## src/rtl/program_sequencer.sv

```systemverilog
// Program sequencer: walks instruction memory one word at a time through
// FETCH / DECODE / EXECUTE, drives register-file indices and write strobe,
// and stops on halt, illegal opcode or running past the last address.
module program_sequencer #(
    parameter logic [7:0] ADDR_LAST = 8'd127
) (
    input  logic        clk,
    input  logic        rst_n,
    input  logic        start,
    input  logic [7:0]  programSelectIn,
    output logic [7:0]  programSelect,
    output logic [7:0]  address,
    input  logic [15:0] instruction,
    output logic [3:0]  regDest,
    output logic [3:0]  regSrcA,
    output logic [3:0]  regSrcB,
    output logic [7:0]  immediate,
    output logic        useImmediate,
    output logic [3:0]  aluOp,
    output logic        regWrite,
    output logic        busy,
    output logic        halted,
    output logic        illegalOp,
    output logic        overrun,
    output logic [7:0]  instrCount
);

    typedef enum logic [2:0] {
        IDLE,
        FETCH,
        DECODE,
        EXECUTE,
        HALTED
    } stateType;

    stateType    state;
    stateType    nextState;
    logic [15:0] instrReg;
    logic [3:0]  opcode;
    logic        opLegal;
    logic        opHalt;
    logic        startAccept;
    logic        atLast;
    logic [7:0]  countNext;

    assign opcode      = instrReg[15:12];
    assign opHalt      = (opcode == 4'hE);
    assign atLast      = (address == ADDR_LAST);
    assign startAccept = start && (programSelectIn != 8'h00)
                         && ((state == IDLE) || (state == HALTED));
    assign countNext   = (instrCount == 8'hFF) ? instrCount : instrCount + 8'd1;
    assign busy        = (state == FETCH) || (state == DECODE) || (state == EXECUTE);
    assign halted      = (state == HALTED);

    // Classify the held instruction's opcode as one the ALU understands.
    always_comb begin
        opLegal = 1'b0;
        case (opcode)
            4'h0, 4'h2, 4'h4, 4'h5, 4'h6, 4'h7, 4'h8, 4'hB, 4'hE: opLegal = 1'b1;
            default: opLegal = 1'b0;
        endcase
    end

    // State register; reset drops straight back to IDLE even mid-instruction.
    always_ff @(posedge clk or negedge rst_n) begin
        if (!rst_n) begin
            state <= IDLE;
        end else begin
            state <= nextState;
        end
    end

    // Next-state logic: three cycles per instruction, any stop condition parks in HALTED.
    always_comb begin
        nextState = state;
        case (state)
            IDLE, HALTED: begin
                if (startAccept) begin
                    nextState = FETCH;
                end
            end
            FETCH:   nextState = DECODE;
            DECODE:  nextState = EXECUTE;
            EXECUTE: begin
                if (opHalt || !opLegal || atLast) begin
                    nextState = HALTED;
                end else begin
                    nextState = FETCH;
                end
            end
            default: nextState = IDLE;
        endcase
    end

    // Datapath registers: capture, decode and retire; regWrite is a one-cycle registered strobe.
    always_ff @(posedge clk or negedge rst_n) begin
        if (!rst_n) begin
            programSelect <= 8'h00;
            address       <= 8'h00;
            instrReg      <= 16'h0000;
            regDest       <= 4'h0;
            regSrcA       <= 4'h0;
            regSrcB       <= 4'h0;
            immediate     <= 8'h00;
            useImmediate  <= 1'b0;
            aluOp         <= 4'h0;
            regWrite      <= 1'b0;
            illegalOp     <= 1'b0;
            overrun       <= 1'b0;
            instrCount    <= 8'h00;
        end else begin
            regWrite <= 1'b0;
            case (state)
                IDLE, HALTED: begin
                    if (startAccept) begin
                        programSelect <= programSelectIn;
                        address       <= 8'h00;
                        instrCount    <= 8'h00;
                        illegalOp     <= 1'b0;
                        overrun       <= 1'b0;
                    end
                end
                FETCH: begin
                    instrReg <= instruction;
                end
                DECODE: begin
                    regDest      <= instrReg[11:8];
                    regSrcA      <= instrReg[7:4];
                    regSrcB      <= instrReg[3:0];
                    immediate    <= instrReg[7:0];
                    aluOp        <= opcode;
                    useImmediate <= (opcode == 4'h0);
                    regWrite     <= opLegal && !opHalt;
                end
                EXECUTE: begin
                    if (opHalt) begin
                        instrCount <= countNext;
                    end else if (!opLegal) begin
                        illegalOp <= 1'b1;
                    end else begin
                        instrCount <= countNext;
                        if (atLast) begin
                            overrun <= 1'b1;
                        end else begin
                            address <= address + 8'd1;
                        end
                    end
                end
                default: begin
                end
            endcase
        end
    end

endmodule

```

## config.mk

```make
export PLATFORM = sky130hd
export DESIGN_NAME = program_sequencer
export DESIGN_NICKNAME = d
export VERILOG_FILES = /design/src/rtl/program_sequencer.sv
export SDC_FILE = /design/constraint.sdc
export NUM_CORES = 1
export LEC_CHECK = 0
export BUFFER_PORTS_ARGS = -buffer_cell sky130_fd_sc_hd__buf_2
export CAP_MARGIN = 20
export CORE_MARGIN = 5
export CORE_UTILIZATION = 45
export DETAILED_ROUTE_END_ITERATION = 6
export PLACE_DENSITY = 0.83
export SYNTH_ARGS = -nofsm -noshare
export SYNTH_HDL_FRONTEND = slang
export SYNTH_SLANG_ARGS = --single-unit
```

## constraint.sdc

```tcl
create_clock -name clk -period 2.5 [get_ports clk]
set_input_delay 0.375 -clock clk [delete_from_list [all_inputs] [get_ports clk]]
set_output_delay 0.375 -clock clk [all_outputs]
set_load 0.01 [all_outputs]
```

---- Yosys cells after proc, flatten, opt, wreduce, memory -nomap -nowiden ----
Memory sizes are Yosys's and may differ from the RTL's.
Index checks and enable logic that the tools add are counted.
Widths: inputs -> output; s select.
storage, ports and cells
  register bits after elaboration ......... 71
  bits in read-only memories .............. 16
  input bits .............................. 27
  output and inout bits ................... 54
  word-level logic and storage cells ...... 72
  memories ................................ 1
memories
  name              words  width  rd ports  clocked after memory_dff  wr ports  RTL line  source
  (name not given)  16     1      1         0                         0         58        case (opcode)
operators by class
  $add $sub $neg .......................... 2
  eq/ne operators ......................... 14
  muxes and demuxes ....................... 21
  reductions and logical operators ........ 20
operator list
  kind                 count
  $mux 8               7
  $pmux 8 s2           2
  $add 8x1->8 const B  2
  $ne 2x2->1 const B   6
  $pmux 3 s4           1
  $reduce_and 5->1     2
  $eq 8x7->1 const B   1
  $eq 8x8->1 const B   1
  $reduce_bool 8->1    1
  $mux 1               7
  $eq 3x2->1 const B   2
  $mux 3               2
  $logic_or 1x1->1     5
  $eq 4x4->1 const B   1
  $logic_not 4->1      1
  $pmux 1 s2           2
  $reduce_and 4->1     1
  $eq 3x1->1 const B   1
  $eq 3x3->1 const B   1
  $logic_and 1x1->1    3
  $logic_not 3->1      1
  $ne 3x3->1 const B   1
  $reduce_and 3->1     1
  $logic_not 1->1      2
  other kinds (3)      3

---- Longest topological paths before layout ----
Gate-level depths: netlist of run 1.
An unclocked memory read counts as a cell.
  depth after elaboration ................. 6
  depth in mapped cells ................... 7
  depth with buffers taken out ............ 7

---- Worst setup path before layout of run 1 ----
OpenSTA, ideal clock, no wires.
  path type ............................... register -> register
  from .................................... register instrCount[0]
  to ...................................... register instrCount[7]
  setup time .............................. 0.079 ns
  arrival time ............................ 1.590 ns
  data required time ...................... 2.421 ns
  path slack .............................. 0.830 ns
  stages on the path, launching flop included .. 7
  path buffers ............................ 0
  period minus slack after synthesis ...... 1.670 ns
  path through ............................ dfrtp_1 > ha_1 > and3_1 > a21oi_4 > nand3_2 > nor3_2 > mux2i_1
on the way
  word-level cells in the longest chain between the ends .. 5
  elaborated cells between the ends (all ways) .. 6
  those cells by class .................... add/sub: 1; eq/ne: 1; mux: 4
RTL lines
  element                                    RTL line  source
  from (decl)                                25        output logic [7:0] instrCount
  from (signal assigned)                     137       instrCount <= countNext;
  from (signal assigned)                     141       instrCount <= countNext;
  $add 8x1->8 or $eq 8x8->1 (tied branches)  51        assign countNext = (instrCount == 8'hFF) ? instrCount : instrCount + 8'd1;
  $mux 8 *                                   51
  $mux 8                                     138       end else if (!opLegal) begin
  $mux 8 *                                   136       if (opHalt) begin
  $pmux 8 s2 *                               113       case (state)
Every way passes the cells marked *; elsewhere a longest branch is shown, timed or not. The select of a mux whose other input is x is not followed.
A chain may end at the register's enable or synchronous reset.

---- Worst setup path in the final report of run 1 ----
  from .................................... register instrReg[12]
  to ...................................... register instrCount[7]
on the way
  word-level cells in the longest chain between the ends .. 3
  elaborated cells between the ends (all ways) .. 6
  those cells by class .................... eq/ne: 2; mux: 2; reduce/logical: 1; memory: 1
RTL lines
  element                                                          RTL line  source
  from (decl)                                                      38        logic [15:0] instrReg;
  from (signal assigned)                                           124       instrReg <= instruction;
  $mem_v2 16x1 or $eq 4x4->1 (tied branches)                       n/a
  $ne 3x3->1 (no source line) or $mux 8 (tied branches)            n/a
  $reduce_and 3->1 (no source line) or $pmux 8 s2 (tied branches)  n/a
Several ways; a longest one is shown, not always the timed one.

==> results.md, run 1 <==
- The repair_antennas step left the layout with diodes totalling 0.
- The all-layer global routing usage is between 10% and 20%.
- At the end of routability-driven placement, the weighted congestion stood at 0.866.
- The most used flip-flop cell after synthesis is sky130_fd_sc_hd__dfrtp_1.
- The arrival time reported for the critical path endpoint is between 2 and 2.5 ns.
- The CTS buffer count is 9.
- The first-pass GRT wire length is a little under 10 mm.
- In this run switching power makes up between 30% and 40% of total power.
- The post-synthesis share of cell area spent on xor and xnor gates is less than 1%.
- Setup violations remaining at the end of the flow were counted as 0.
- Clock-pin slew was measured on the worst setup and hold paths at 0.07 ns.
- The synthesized netlist devotes between 1.5 and 2% of its cell area to adder and majority cells.
- Wires add up to 5.75 mm.
- TritonCTS built the clock tree.
- For the final routed database, the setup TNS stands at 0 ns.
- The leftover overflow at the end of global routing is 0.
- The total number of yosys warnings is 0.
- Buffers added to address setup during post-CTS repair amount to 0.
- Using the TritonRoute via totals, the vias-per-cell ratio works out to 5.21.
- Counting every net in the synthesized netlist gives about 270.
- The count of unique library cells instantiated by Yosys is 38.
- For this design the static power due to leakage is about 1.7 nW.
- Based on the critical path, the design can be clocked at up to around 540 MHz.
- The clock reaches the later pin of the worst-skew pair after around 0.34 ns.
- The HPWL reported at the end of detailed placement is roughly 4.2 mm.
- VDD sags by at most between 0.7 and 0.8 mV.
- The number of instances in the synthesized netlist is 241.
- Fill cells in the final layout number roughly 500.
- Sequential cells burn 40.0% of the power.
- In this run, the clock network consumes 20.5% of the power.
- For this design, the sink count on the clock tree is 63.
- The residual antenna-violating net count after detailed routing is 0.
- From synthesis to final layout, the design area changed by 22.9%.
- After Yosys synthesis, and, or, nand and nor cells account for between 15 and 20% of the synthesized area.
- The number of placement rows is 28.
- In this run, synthesis produced a sequential element count of 63.
- The largest family of logic cells by synthesized area is simple AND/OR/NAND/NOR gates.
- The number of max-capacitance violations reported is 0.
- Of all nets on the critical path, the largest fanout is 6.
- The area fraction in compound gates after synthesis is around 7.2%.
- The number of failing hold endpoints at the final stage is 0.
- Final hold analysis gives a worst-case slack of around 0.035 ns.
- The net count of the finished layout is 352.
- Overall power consumption after layout is estimated at 0.00424 W.
- During placement, the flow inserted port buffers numbering 80.
- Data on the critical path is required at its endpoint by ~2.8 ns.
- The clock period could shrink to approximately 1.9 ns.
- The vertical die dimension is 89.1 um.
- The initial antenna violation count is 0.
- The power density over cell area is between 1000 and 1500 mW/mm^2.
- The proportion of synthesized chip area in sequential cells is between 50% and 60%.
- For this run, the detailed router's first-pass iteration total came to 4.
- The post-detailed-route wirelength per cell is around 14 um.
- Yosys mapped a number of flops with a built-in enable equal to 0.
- The depth of the CTS H-tree is 3.
- After detailed routing, the number of remaining DRC violations is 0.
- The floorplan step set the die width to between 80 and 90 um.
- Internal power comes to 0.00270 W.
- At the pin with the least slew margin, the transition time is between 0.6 and 0.7 ns.
- A synthesized cell averages roughly 12 sq um.
- The number of global-route vias before repair is 2140.
- The detailed router placed between 2000 and 2500 vias in this run.
- The first-iteration detailed-routing DRC count is between 80 and 90.
- The post-synthesis cell area is roughly 0.0028 sq mm.
- The starting density of the core is between 40% and 50%.
- The combinational power share is slightly below 40%.
- The number of gates resized after CTS was 0.
- The nature of the critical path endpoint is a register.
- The longest clock path from root to sink contains 2 buffers.
- The critical path class is reg2reg.
- The number of hold buffers added after cts is 0.
- The final count of pins violating max slew is 0.
- Setup repair after global routing left no endpoint under its margin.
- The worst min-delay path category is in2async.
- The library cell used as clock root buffer is sky130_fd_sc_hd__clkbuf_8.
- Pin placement for this block handled between 80 and 90 I/O pins.
- The flow ran to the end, and the final reports show no timing, DRC or antenna violations.
- The area of the core region is 0.00599 sq mm.
- STA classifies the critical path startpoint as a register.
- The portion of netlist area occupied by mux cells is between 10 and 15%.
- In the layout the commonest cells are sky130_fd_sc_hd__buf_2, sky130_fd_sc_hd__dfrtp_1, sky130_fd_sc_hd__nand2_1, sky130_fd_sc_hd__mux2_2, sky130_fd_sc_hd__o21ai_0.
- The die covers 0.00793 sq mm.
- The relative max-transition margin is about three fifths.
- The worst clock skew is between 0.006 and 0.007 ns.
- In the final layout, the share of cells above drive strength 1 is about 45%.
- The share of the cycle needed by the critical path after routing is about three quarters.
- The most common cell after layout, fill and taps aside is sky130_fd_sc_hd__buf_2.
- Entering global routing, the biggest net connects 39 pins.
- Summed over all nets, the switching power comes to roughly 0.0015 W.
- The fraction of synthesis flops using an asynchronous set or reset pin is 100%.
-- power groups by stage --
stage | Clock, W | Sequential (W) | Combinational, W
floorplan | 0 | 0.00179 | 0.00112
global placement | 0 | 0.00169 | 0.00166
detailed placement | 0 | 0.00172 | 0.00171
CTS | 0.000897 | 0.00170 | 0.00171
global route | 0.000943 | 0.00177 | 0.00185
finish | 0.000870 | 0.00170 | 0.00168
-- state kept, by name, indices dropped and copies added (netlist names) --
signal,count
address,8
aluOp,4
illegalOp,1
immediate,1
instrCount,8
instrReg,16
overrun,1
programSelect,8
regDest,4
regSrcA,4
regSrcB,3
regWrite,1
state,3
useImmediate,1
-- cells by family (layout without fill, tap and decap cells) --
family                     after synthesis  in the layout
and+or+nand+nor                         87             87
DFF                                     63             63
muxes                                   34             34
AOI/OAI and AO/OA                       30             30
buffers and inverters                   21            106
adders and majority gates                4              4
xor gates and xnor gates                 2              2
-- worst max-delay path, cell delays in order, from the launching register on --
cell,delay [ns]
sky130_fd_sc_hd__dfrtp_1,0.36
sky130_fd_sc_hd__inv_1,0.08
sky130_fd_sc_hd__ha_1,0.31
sky130_fd_sc_hd__nor2b_1,0.14
sky130_fd_sc_hd__o21ai_2,0.28
sky130_fd_sc_hd__nand3_2,0.19
sky130_fd_sc_hd__nor3_2,0.23
sky130_fd_sc_hd__mux2i_1,0.19
-- worst paths after layout --
path / startpoint / slack [ns] / end / cells past startpoint
min in group clk: programSelectIn[1] / 0.24 / programSelect[1] / 3
hold reg to reg: programSelect[0] / 0.47 / programSelect[0] / 2
setup reg to reg: instrReg[12] / 0.65 / instrCount[7] / 7
setup / recovery: instrReg[12] / 0.65 / instrCount[7] / 7
hold / removal: rst_n / 0.04 / immediate[3] / 1
max in group asynchronous: rst_n / 1.85 / regDest[1] / 2
-- synthesized netlist by cell type (all sizes together) (4+ instances only) --
cell type | instances | area [sq um]
nor2 | 10 | 37.5
dfrtp | 63 | 1580
nand2 | 39 | 146
nand4 | 5 | 31.3
o21ai | 17 | 88.8
a31oi | 4 | 31.3
and3 | 4 | 25.0
ha | 4 | 50.1
buf | 15 | 97.6
inv | 6 | 22.5
nand3 | 11 | 65.1
nor3 | 4 | 35.0
mux2 | 30 | 338
mux2i | 4 | 40.0
-- final cells by class --
class	count	area, sq um	area share [%]
Clock buffer	9	124	3.58
Timing Repair Buffer	84	443	12.8
Tap cell	75	93.8	2.71
Clock inverter	7	71.3	2.06
Sequential cell	63	1580	45.6
Inverter	6	22.5	0.651
Multi-Input combinational cell	157	1130	32.6
-- per-layer routing --
layer / vias up / part of all wire, % / track usage [%]
met5: - / 0 / 0
met4: 0 / 1.6 / 5.95
met3: 13 / 9.1 / 6.64
met2: 70 / 48 / 26.0
met1: 1005 / 41 / 18.6
li1: 1002 / - / -
-- through the flow --
step	instance area, sq um	setup slack [ns]	std cells	utilization, %
3_5_place_dp	3260	0.647	385	54.4
2_1_floorplan	2810	0.830	241	-
4_1_cts	3460	0.622	401	57.7
6_report	3460	0.649	401	57.7
3_3_place_gp	3260	0.694	385	54.4
5_1_grt	3460	0.451	401	57.7
Power figures use the tool's default switching activity.
==> inputs of run 2 (changes only) <==
ABC_AREA = 1   (was default)
PLACE_DENSITY = 0.82   (was 0.83)
clock period = 1.95 ns   (was 2.5 ns; I/O delays follow)
==> run 2 against run 1 <==
Compared with the run above:
- maximum frequency rose by 10%
- highest routed layer unchanged
- flip-flop and latch count did not move
- total power rose by 31%
==> results.md, run 2 <==
- The register containing the most flip-flops in the final layout is instrReg (unchanged).
- The worst clock skew is 0.00507 ns (was 0.00616 ns).
- The first-pass iteration count of the detailed router was 4 (unchanged).
- The share of the synthesized area in the top cell type is 53.3% (was 56.0%).
- The most common cell in the synthesized netlist is sky130_fd_sc_hd__nand2_1 (was sky130_fd_sc_hd__dfrtp_1).
- The required time at the endpoint of the critical path is 2.22 ns (was 2.77 ns).
- The clock period minus worst slack is 1.68 ns (was 1.85 ns).
- The final sum of negative setup slack is 0 ns (unchanged).
- The number of global-route vias before repair is 2562 (was 2140).
- The number of instances in the synthesized netlist is 350 (was 241).
- The library cell used as clock root buffer is sky130_fd_sc_hd__clkbuf_8 (unchanged).
- RSZ-0062 raised after global routing: false (unchanged).
- The post-synthesis to final-layout area growth is 23.8% (was 22.9%).
- The highest ir drop seen on vdd is 0.978 mV (was 0.791 mV).
- The post-synthesis cell area is 0.00296 sq mm (was 0.00281 sq mm).
- The number of remaining DRC errors is 0 (unchanged).
- The number of placement rows came to 29 (was 28).
- The total number of yosys warnings was 0 (unchanged).
- The number of buffers between clock root and the deepest sink is 2 (unchanged).
- The post-placement cell count is 496 (was 385).
- The arrival time reported for the critical path endpoint is 1.95 ns (was 2.12 ns).
- The clock sink count is 63 (unchanged).
- The fraction of final layout cells sized beyond drive strength 1 was 27.1% (was 44.8%).
- The starting density of the core is 46.3% (was 47.0%).
- The flip-flop count of the largest register after layout is 16 (unchanged).
- The net count of the finished layout is 462 (was 352).
- The initial antenna violation count came to 0 (unchanged).
- The depth of the CTS H-tree came to 3 (unchanged).
- The final routed wirelength across all metal layers came to 6.48 mm (was 5.75 mm).
- The relative max-transition margin is 53.0% (was 59.1%).
- The leftover overflow at the end of global routing was 0 (unchanged).
- The number of setup buffers added after CTS is 0 (unchanged).
- The cell type with the largest total area after synthesis is sky130_fd_sc_hd__dfrtp_1 (unchanged).
- The critical path class is reg2reg (unchanged).
- The post-detailed-route wirelength per cell came to 12.6 um (was 14.3 um).
- The number of max-capacitance violations reported is 0 (unchanged).
- The prevailing post-synth register cell is sky130_fd_sc_hd__dfrtp_1 (unchanged).
- The first-pass GRT wire length is 11.5 mm (was 9.76 mm).
- The CTS buffer count is 9 (unchanged).
- The static leakage came to 2.00 nW (was 1.74 nW).
- The number of standard cells in the layout, taps in and fillers out was 513 (was 401).
- The count of input and output buffers is 80 (unchanged).
- Top cell types by occurrence after synthesis: sky130_fd_sc_hd__nand2_1, sky130_fd_sc_hd__dfrtp_1, sky130_fd_sc_hd__nand3_1, sky130_fd_sc_hd__nor2_1, sky130_fd_sc_hd__inv_1 (was sky130_fd_sc_hd__dfrtp_1, sky130_fd_sc_hd__nand2_1, sky130_fd_sc_hd__mux2_2, sky130_fd_sc_hd__o21ai_0, sky130_fd_sc_hd__nor2_1).
- The boundary pin count is 81 (unchanged).
- The vertical die dimension is 91.1 um (was 89.1 um).
- The final count of pins violating max slew is 0 (unchanged).
- The full die area is 0.00829 sq mm (was 0.00793 sq mm).
- The count of unique library cells instantiated by Yosys was 26 (was 38).
- The residual antenna-violating net count after detailed routing is 0 (unchanged).
- The HPWL reported at the end of detailed placement was 4.78 mm (was 4.23 mm).
- Outcome: completed (unchanged).
- The fraction of synthesis flops using an asynchronous set or reset pin is 100% (unchanged).
- The count of inserted antenna diode cells came to 0 (unchanged).
- Leading cell types in the layout, fill and taps excluded: sky130_fd_sc_hd__nand2_1, sky130_fd_sc_hd__buf_2, sky130_fd_sc_hd__dfrtp_1, sky130_fd_sc_hd__nand3_1, sky130_fd_sc_hd__nor2_1 (was sky130_fd_sc_hd__buf_2, sky130_fd_sc_hd__dfrtp_1, sky130_fd_sc_hd__nand2_1, sky130_fd_sc_hd__mux2_2, sky130_fd_sc_hd__o21ai_0).
- The detail-routed via count per cell is 4.91 (was 5.21).
- The worst min-delay path category is in2reg (was in2async).
- The overall via count from detail_route is 2521 (was 2090).
- The clock transition time at the flip-flop clock pins of the worst setup and hold paths was 0.07 ns (about the same).
- The share of the cycle needed by the critical path after routing is 86.1% (was 74.0%).
- Area contributors post-synth: sky130_fd_sc_hd__dfrtp_1, sky130_fd_sc_hd__nand2_1, sky130_fd_sc_hd__nand3_1, sky130_fd_sc_hd__nor2_1, sky130_fd_sc_hd__mux2_2 (was sky130_fd_sc_hd__dfrtp_1, sky130_fd_sc_hd__mux2_2, sky130_fd_sc_hd__nand2_1, sky130_fd_sc_hd__buf_4, sky130_fd_sc_hd__o21ai_0).
- The synthesized flop and latch total is 63 (unchanged).
- The final weighted congestion in routability-driven placement is 0.850 (was 0.866).
- The critical-path maximum fanout is 10 (was 6).
- The slew at the pin with the worst max-slew slack is 0.704 ns (was 0.613 ns).
- The CTS tree is yes (unchanged).
- The width of the die is 91.1 um (was 89.1 um).
- The power density over cell area is 1510 mW/mm^2 (was 1230 mW/mm^2).
- The net count of the mapped netlist is 381 (was 272).
- The number of enable-type register cells in the synthesized netlist is 0 (unchanged).
- The number of inserted filler cells in the final layout was 563 (was 514).
- The area of the core region was 0.00639 sq mm (was 0.00599 sq mm).
- The peak clock frequency supported by timing was 596 MHz (was 540 MHz).
- The all-layer global routing usage is 16.8% (was 15.9%).
- The largest net degree at the start of global routing was 44 (was 39).
- The number of failing hold endpoints at the final stage is 0 (unchanged).
- The count of final setup violators came to 0 (unchanged).
- The most common cell after layout, fill and taps aside was sky130_fd_sc_hd__nand2_1 (was sky130_fd_sc_hd__buf_2).
- The post-synthesis average cell area is 8.45 sq um (was 11.7 sq um).
- The first-iteration detailed-routing DRC count is 122 (was 87).
- The type of origin of the critical path is a register (unchanged).
- The proportion of synthesized chip area in sequential cells is 53.3% (was 56.0%).
- The latest clock arrival within the worst-skew pair came to 0.33 ns (was 0.34 ns).
- The nature of the critical path endpoint is a register (unchanged).
==> run 2: cell count changes in the layout (fill, tap and decap cells not counted), moves of 4 or more <==
cell	delta
sky130_fd_sc_hd__o21ai_1	-4
sky130_fd_sc_hd__o21ai_0	+8
sky130_fd_sc_hd__nand3_1	+31
sky130_fd_sc_hd__and3_1	-4
sky130_fd_sc_hd__nand2_1	+70
sky130_fd_sc_hd__mux2_2	-19
sky130_fd_sc_hd__inv_1	+25
sky130_fd_sc_hd__nor2_1	+23
sky130_fd_sc_hd__nand4_1	-4
sky130_fd_sc_hd__mux2i_1	-4
==> run 2: layer usage <==
metal,wire length (um),track usage [%],share of wire [%],vias up
li1,-,-,-,1265
met1,2820,21.0,43,1164
met2,3020,27.0,47,84
met3,568,7.19,8.8,8
met4,72,4.40,1.1,0
met5,0,0,0,-
==> run 2: timing repair <==
| action | in CTS | in global routing |
|---|---|---|
| resized for setup | 0 | 0 |
| hold buffers | 1 | 0 |
| endpoints found under the hold margin | 20 | 0 |
==> run 2: kinds of logic (layout without fill, tap and decap cells) <==
group	Yosys count	in the layout	synth area share (%)
AO/OA/AOI/OAI	27	27	4.74
XOR/XNOR	3	3	0.889
adder cells (fa/ha/maj)	4	4	1.69
buffers and inverters	48	134	7.19
flip-flops	63	63	53.3
multiplexers	11	11	4.19
AND/OR/NAND/NOR	194	194	28.0
==> run 2: metrics by stage <==
stage | power [W] | util, % | hold WS (ns) | setup slack, ns | instance area (sq um)
after floorplan | 0.00359 | - | -0.00309 | 0.428 | 2960
after global placement | 0.00424 | 53.7 | 0.278 | 0.297 | 3430
after detailed placement | 0.00433 | 53.7 | 0.284 | 0.275 | 3430
after CTS | 0.00561 | 57.3 | 0.168 | 0.265 | 3660
after global routing | 0.00599 | 57.3 | 0.168 | 0.0932 | 3660
final | 0.00554 | 57.3 | 0.183 | 0.271 | 3660
==> run 2: report_power, final <==
group,leakage (nW),internal (W),switching (W)
combinational,1.09,0.000856,0.00130
sequential,0.793,0.00181,0.000312
clock,0.114,0.000789,0.000471
==> run 2: final timing paths <==
path | start | slack (ns) | cells after the start | endpoint
min in group asynchronous | rst_n | 0.45 | 2 | programSelect[1]
setup reg to reg | instrReg[12] | 0.27 | 8 | instrCount[0]
setup / recovery | instrReg[12] | 0.27 | 8 | instrCount[0]
hold / removal | instruction[11] | 0.18 | 2 | instrReg[11]
max in group asynchronous | rst_n | 0.91 | 3 | address[7]
hold reg to reg | instrReg[8] | 0.47 | 2 | regDest[0]
==> run 2: worst max-delay path, stage by stage, from the launching register on <==
cell and delay (ns):
sky130_fd_sc_hd__dfrtp_1 0.38, sky130_fd_sc_hd__inv_1 0.11, sky130_fd_sc_hd__ha_1 0.24, sky130_fd_sc_hd__nor2_1 0.11
sky130_fd_sc_hd__o21ai_0 0.10, sky130_fd_sc_hd__nor2_1 0.19, sky130_fd_sc_hd__nand2_2 0.18, sky130_fd_sc_hd__or2_1 0.25
sky130_fd_sc_hd__nand2_1 0.06
==> run 2: cell type report <==
| type | count | area (sq um) | share of cell area [%] |
|---|---|---|---|
| Inverter | 31 | 116 | 3.18 |
| Clock buffer | 13 | 159 | 4.34 |
| Timing Repair Buffer | 87 | 480 | 13.1 |
| Multi-Input combinational cell | 239 | 1170 | 31.9 |
| Sequential cell | 63 | 1580 | 43.1 |
| Clock inverter | 3 | 65.1 | 1.78 |
| Tap cell | 77 | 96.3 | 2.63 |
==> inputs of run 3 (changes only) <==
--- a/config.mk
+++ b/config.mk
@@ -11,6 +11,7 @@
 export CORE_MARGIN = 5
 export CORE_UTILIZATION = 45
+export CTS_CLUSTER_DIAMETER = 100
 export DETAILED_ROUTE_END_ITERATION = 6
-export PLACE_DENSITY = 0.82
+export PLACE_DENSITY = 0.79
 export SYNTH_ARGS = -nofsm -noshare
 export SYNTH_HDL_FRONTEND = slang
==> constraint.sdc (replaced) <==
create_clock -name clk -period 1.95 [get_ports clk]
set_input_delay 0.0975 -clock clk [delete_from_list [all_inputs] [get_ports clk]]
set_output_delay 0.0975 -clock clk [all_outputs]
set_load 0.01 [all_outputs]
==> run 3 against run 2 <==
Compared with the run above:
- critical path depth unchanged
- first-iteration DRC count decreased by 5.7%
- clock skew increased by 0.0015 ns
- hold slack got worse by 0.16 ns
- register-to-register slack got worse by 0.02 ns
- routed wire length increased by 7.3%
- global-route usage increased by 0.77 points
- count of clock-buffer cells in the layout decreased by 3
- maximum frequency decreased by 1.4%
- sequential power about the same
- flip-flop and latch count unchanged
==> results.md, run 3 (synthesized netlist as in run 2, its figures left out) <==
- The arrival time reported for the critical path endpoint was 1.98 ns (was 1.95 ns).
- Outcome: completed (unchanged).
- The critical path's largest stage delay is 0.38 ns (about the same).
- The first-pass GRT wire length was 11.9 mm (was 11.5 mm).
- The final sum of negative setup slack is 0 ns (unchanged).
- The relative max-transition margin is 54.2% (was 53.0%).
- The number of inserted filler cells in the final layout is 551 (was 563).
- The worst path buffer plus inverter count is 1 (unchanged).
- The number of placement rows was 29 (unchanged).
- The starting density of the core is 46.3% (unchanged).
- The register containing the most flip-flops in the final layout is instrReg (unchanged).
- The clock transition time at the flip-flop clock pins of the worst setup and hold paths is 0.07 ns (about the same).
- The peak clock frequency supported by timing was 587 MHz (was 596 MHz).
- The count of final setup violators is 0 (unchanged).
- The all-layer global routing usage is 17.6% (was 16.8%).
- The number of failing hold endpoints at the final stage is 0 (unchanged).
- The full die area was 0.00829 sq mm (unchanged).
- The HPWL reported at the end of detailed placement is 4.90 mm (was 4.78 mm).
- The power density over cell area is 1440 mW/mm^2 (was 1510 mW/mm^2).
- The number of buffers between clock root and the deepest sink is 2 (unchanged).
- The flip-flop count of the largest register after layout is 16 (unchanged).
- The fraction of final layout cells sized beyond drive strength 1 is 26.4% (was 27.1%).
- The required time at the endpoint of the critical path is 2.22 ns (about the same).
- The switching share of power was 39.4% (was 37.6%).
- The sequential cell area in the final layout was 0.00158 sq mm (unchanged).
- The area of the core region is 0.00639 sq mm (unchanged).
- The overall via count from detail_route came to 2596 (was 2521).
- The net switching power figure came to 0.00213 W (was 0.00208 W).
- RSZ-0062 raised after global routing: false (unchanged).
- The number of resized instances in the post-cts repair step is 0 (unchanged).
- The first-iteration detailed-routing DRC count was 115 (was 122).
- The critical-path maximum fanout is 10 (unchanged).
- The clock period minus worst slack came to 1.70 ns (was 1.68 ns).
- The final total power came to 0.00540 W (was 0.00554 W).
- The most common cell after layout, fill and taps aside is sky130_fd_sc_hd__nand2_1 (unchanged).
- Crit-path cells: inv_1 -> ha_1 -> nor2_1 -> o21ai_0 -> nor2_1 -> nand2_2 -> or2_1 -> nand2_1 (unchanged).
- The CTS tree is yes (unchanged).
- The static leakage is 2.03 nW (was 2.00 nW).
- The clock share of power is 20.6% (was 22.7%).
- The width of the die is 91.1 um (unchanged).
- The clock sink count is 63 (unchanged).
- The worst min-delay path category is in2reg (unchanged).
- The number of hold buffers added after cts was 16 (was 1).
- The count of input and output buffers is 80 (unchanged).
- The area taken by multi-input logic gates is 0.00117 sq mm (unchanged).
- The net count of the finished layout is 476 (was 462).
- Leading cell types in the layout, fill and taps excluded: sky130_fd_sc_hd__nand2_1, sky130_fd_sc_hd__buf_2, sky130_fd_sc_hd__dfrtp_1, sky130_fd_sc_hd__nand3_1, sky130_fd_sc_hd__nor2_1 (unchanged).
- The final routed wirelength across all metal layers is 6.95 mm (was 6.48 mm).
- The final count of pins violating max slew is 0 (unchanged).
- The number of setup buffers added after CTS was 0 (unchanged).
- The library cell used as clock root buffer is sky130_fd_sc_hd__clkbuf_8 (unchanged).
- The CTS buffer count was 9 (unchanged).
- The highest ir drop seen on vdd is 1.17 mV (was 0.978 mV).
- The top cell family by delay on the critical path is simple AND/OR/NAND/NOR gates (unchanged).
- The post-detailed-route wirelength per cell is 13.2 um (was 12.6 um).
- The worst clock skew is 0.00660 ns (was 0.00507 ns).
- The type of origin of the critical path is a register (unchanged).
- The largest net degree at the start of global routing is 42 (was 44).
- The critical path class is reg2reg (unchanged).
- The share of the cycle needed by the critical path after routing was 87.4% (was 86.1%).
- The initial antenna violation count is 0 (unchanged).
- The slew at the pin with the worst max-slew slack is 0.686 ns (was 0.704 ns).
- The dominant cell type by count on the critical path is sky130_fd_sc_hd__nor2_1 (unchanged).
- The number of global-route vias before repair is 2540 (was 2562).
- The leftover overflow at the end of global routing came to 0 (unchanged).
- The post-synthesis to final-layout area growth is 27.3% (was 23.8%).
- The depth of the CTS H-tree came to 3 (unchanged).
- The relative contribution of sequential cells to total power is 39.6% (was 38.4%).
- The first-pass iteration count of the detailed router is 5 (was 4).
- The boundary pin count was 81 (unchanged).
- The nature of the critical path endpoint was a register (unchanged).
- The final weighted congestion in routability-driven placement is 0.845 (was 0.850).
- The combinational power share is 39.8% (was 38.9%).
- The number of max-capacitance violations reported is 0 (unchanged).
- The residual antenna-violating net count after detailed routing is 0 (unchanged).
- The count of inserted antenna diode cells was 0 (unchanged).
- The latest clock arrival within the worst-skew pair is 0.34 ns (was 0.33 ns).
- The number of remaining DRC errors is 0 (unchanged).
- The detail-routed via count per cell was 4.93 (was 4.91).
- The highest-delay cell along the critical path is sky130_fd_sc_hd__dfrtp_1 (unchanged).
- The internal power is 0.00327 W (was 0.00346 W).
- The vertical die dimension was 91.1 um (unchanged).
## run 3: cell types whose count changed in the layout (fill, tap and decap cells not counted)
cell | previous run | this run
sky130_fd_sc_hd__dlygate4sd3_1 | 1 | 16
sky130_fd_sc_hd__clkbuf_1 | 2 | 0
sky130_fd_sc_hd__clkinv_2 | 1 | 3
sky130_fd_sc_hd__clkinvlp_4 | 0 | 2
sky130_fd_sc_hd__buf_12 | 2 | 1
sky130_fd_sc_hd__bufinv_16 | 2 | 1
sky130_fd_sc_hd__clkbuf_8 | 11 | 10
## run 3: power by group through the flow
stage	clock, W	combinational, W	sequential [W]
finish	0.00111	0.00215	0.00214
global route	0.00120	0.00244	0.00221
CTS	0.00114	0.00217	0.00213
detailed placement	0	0.00213	0.00215
global placement	0	0.00207	0.00212
floorplan	0	0.00135	0.00224
## run 3: per-stage QoR
stage / cells / utilization [%] / area [sq um] / setup WS, ns / hold WS, ns
after detailed placement: 495 / 53.4 / 3410 / 0.264 / 0.108
after CTS: 527 / 59.0 / 3760 / 0.238 / 0.0161
after global routing: 527 / 59.0 / 3760 / 0.0910 / 0.0355
final: 527 / 59.0 / 3760 / 0.246 / 0.0252
after global placement: 495 / 53.4 / 3410 / 0.301 / 0.103
after floorplan: 350 / - / 2960 / 0.428 / -0.198
## run 3: final timing paths
check                           startpoint                to  slack (ns)  cells past startpoint
setup / recovery              instrReg[12]     instrCount[0]        0.25                      8
hold / removal             instruction[12]      instrReg[12]        0.03                      3
setup reg to reg              instrReg[12]     instrCount[0]        0.25                      8
hold reg to reg                instrReg[1]        regSrcB[1]        0.48                      2
max in group asynchronous            rst_n        address[5]        1.08                      3
min in group asynchronous            rst_n  programSelect[6]        0.28                      2
## run 3: area by class of cell
type	instances	share of cell area, %
Multi-Input combinational cell	239	31.0
Sequential cell	63	41.9
Clock inverter	6	1.60
Timing Repair Buffer	101	16.2
Clock buffer	10	3.66
Inverter	31	3.09
Tap cell	77	2.56
## run 3: tightest hold or removal path, stage by stage
cell and delay [ns]:
sky130_fd_sc_hd__buf_2 0.08, sky130_fd_sc_hd__nor2_1 0.04, sky130_fd_sc_hd__a21oi_1 0.11
## run 3: metal layers
metal / vias up / wire length (um) / track usage [%] / share of wire, %
li1: 1297 / - / - / -
met1: 1213 / 2950 / 21.4 / 42
met2: 77 / 3370 / 29.7 / 48
met3: 9 / 532 / 5.79 / 7.7
met4: 0 / 101 / 5.50 / 1.5
met5: - / 0 / 0 / 0
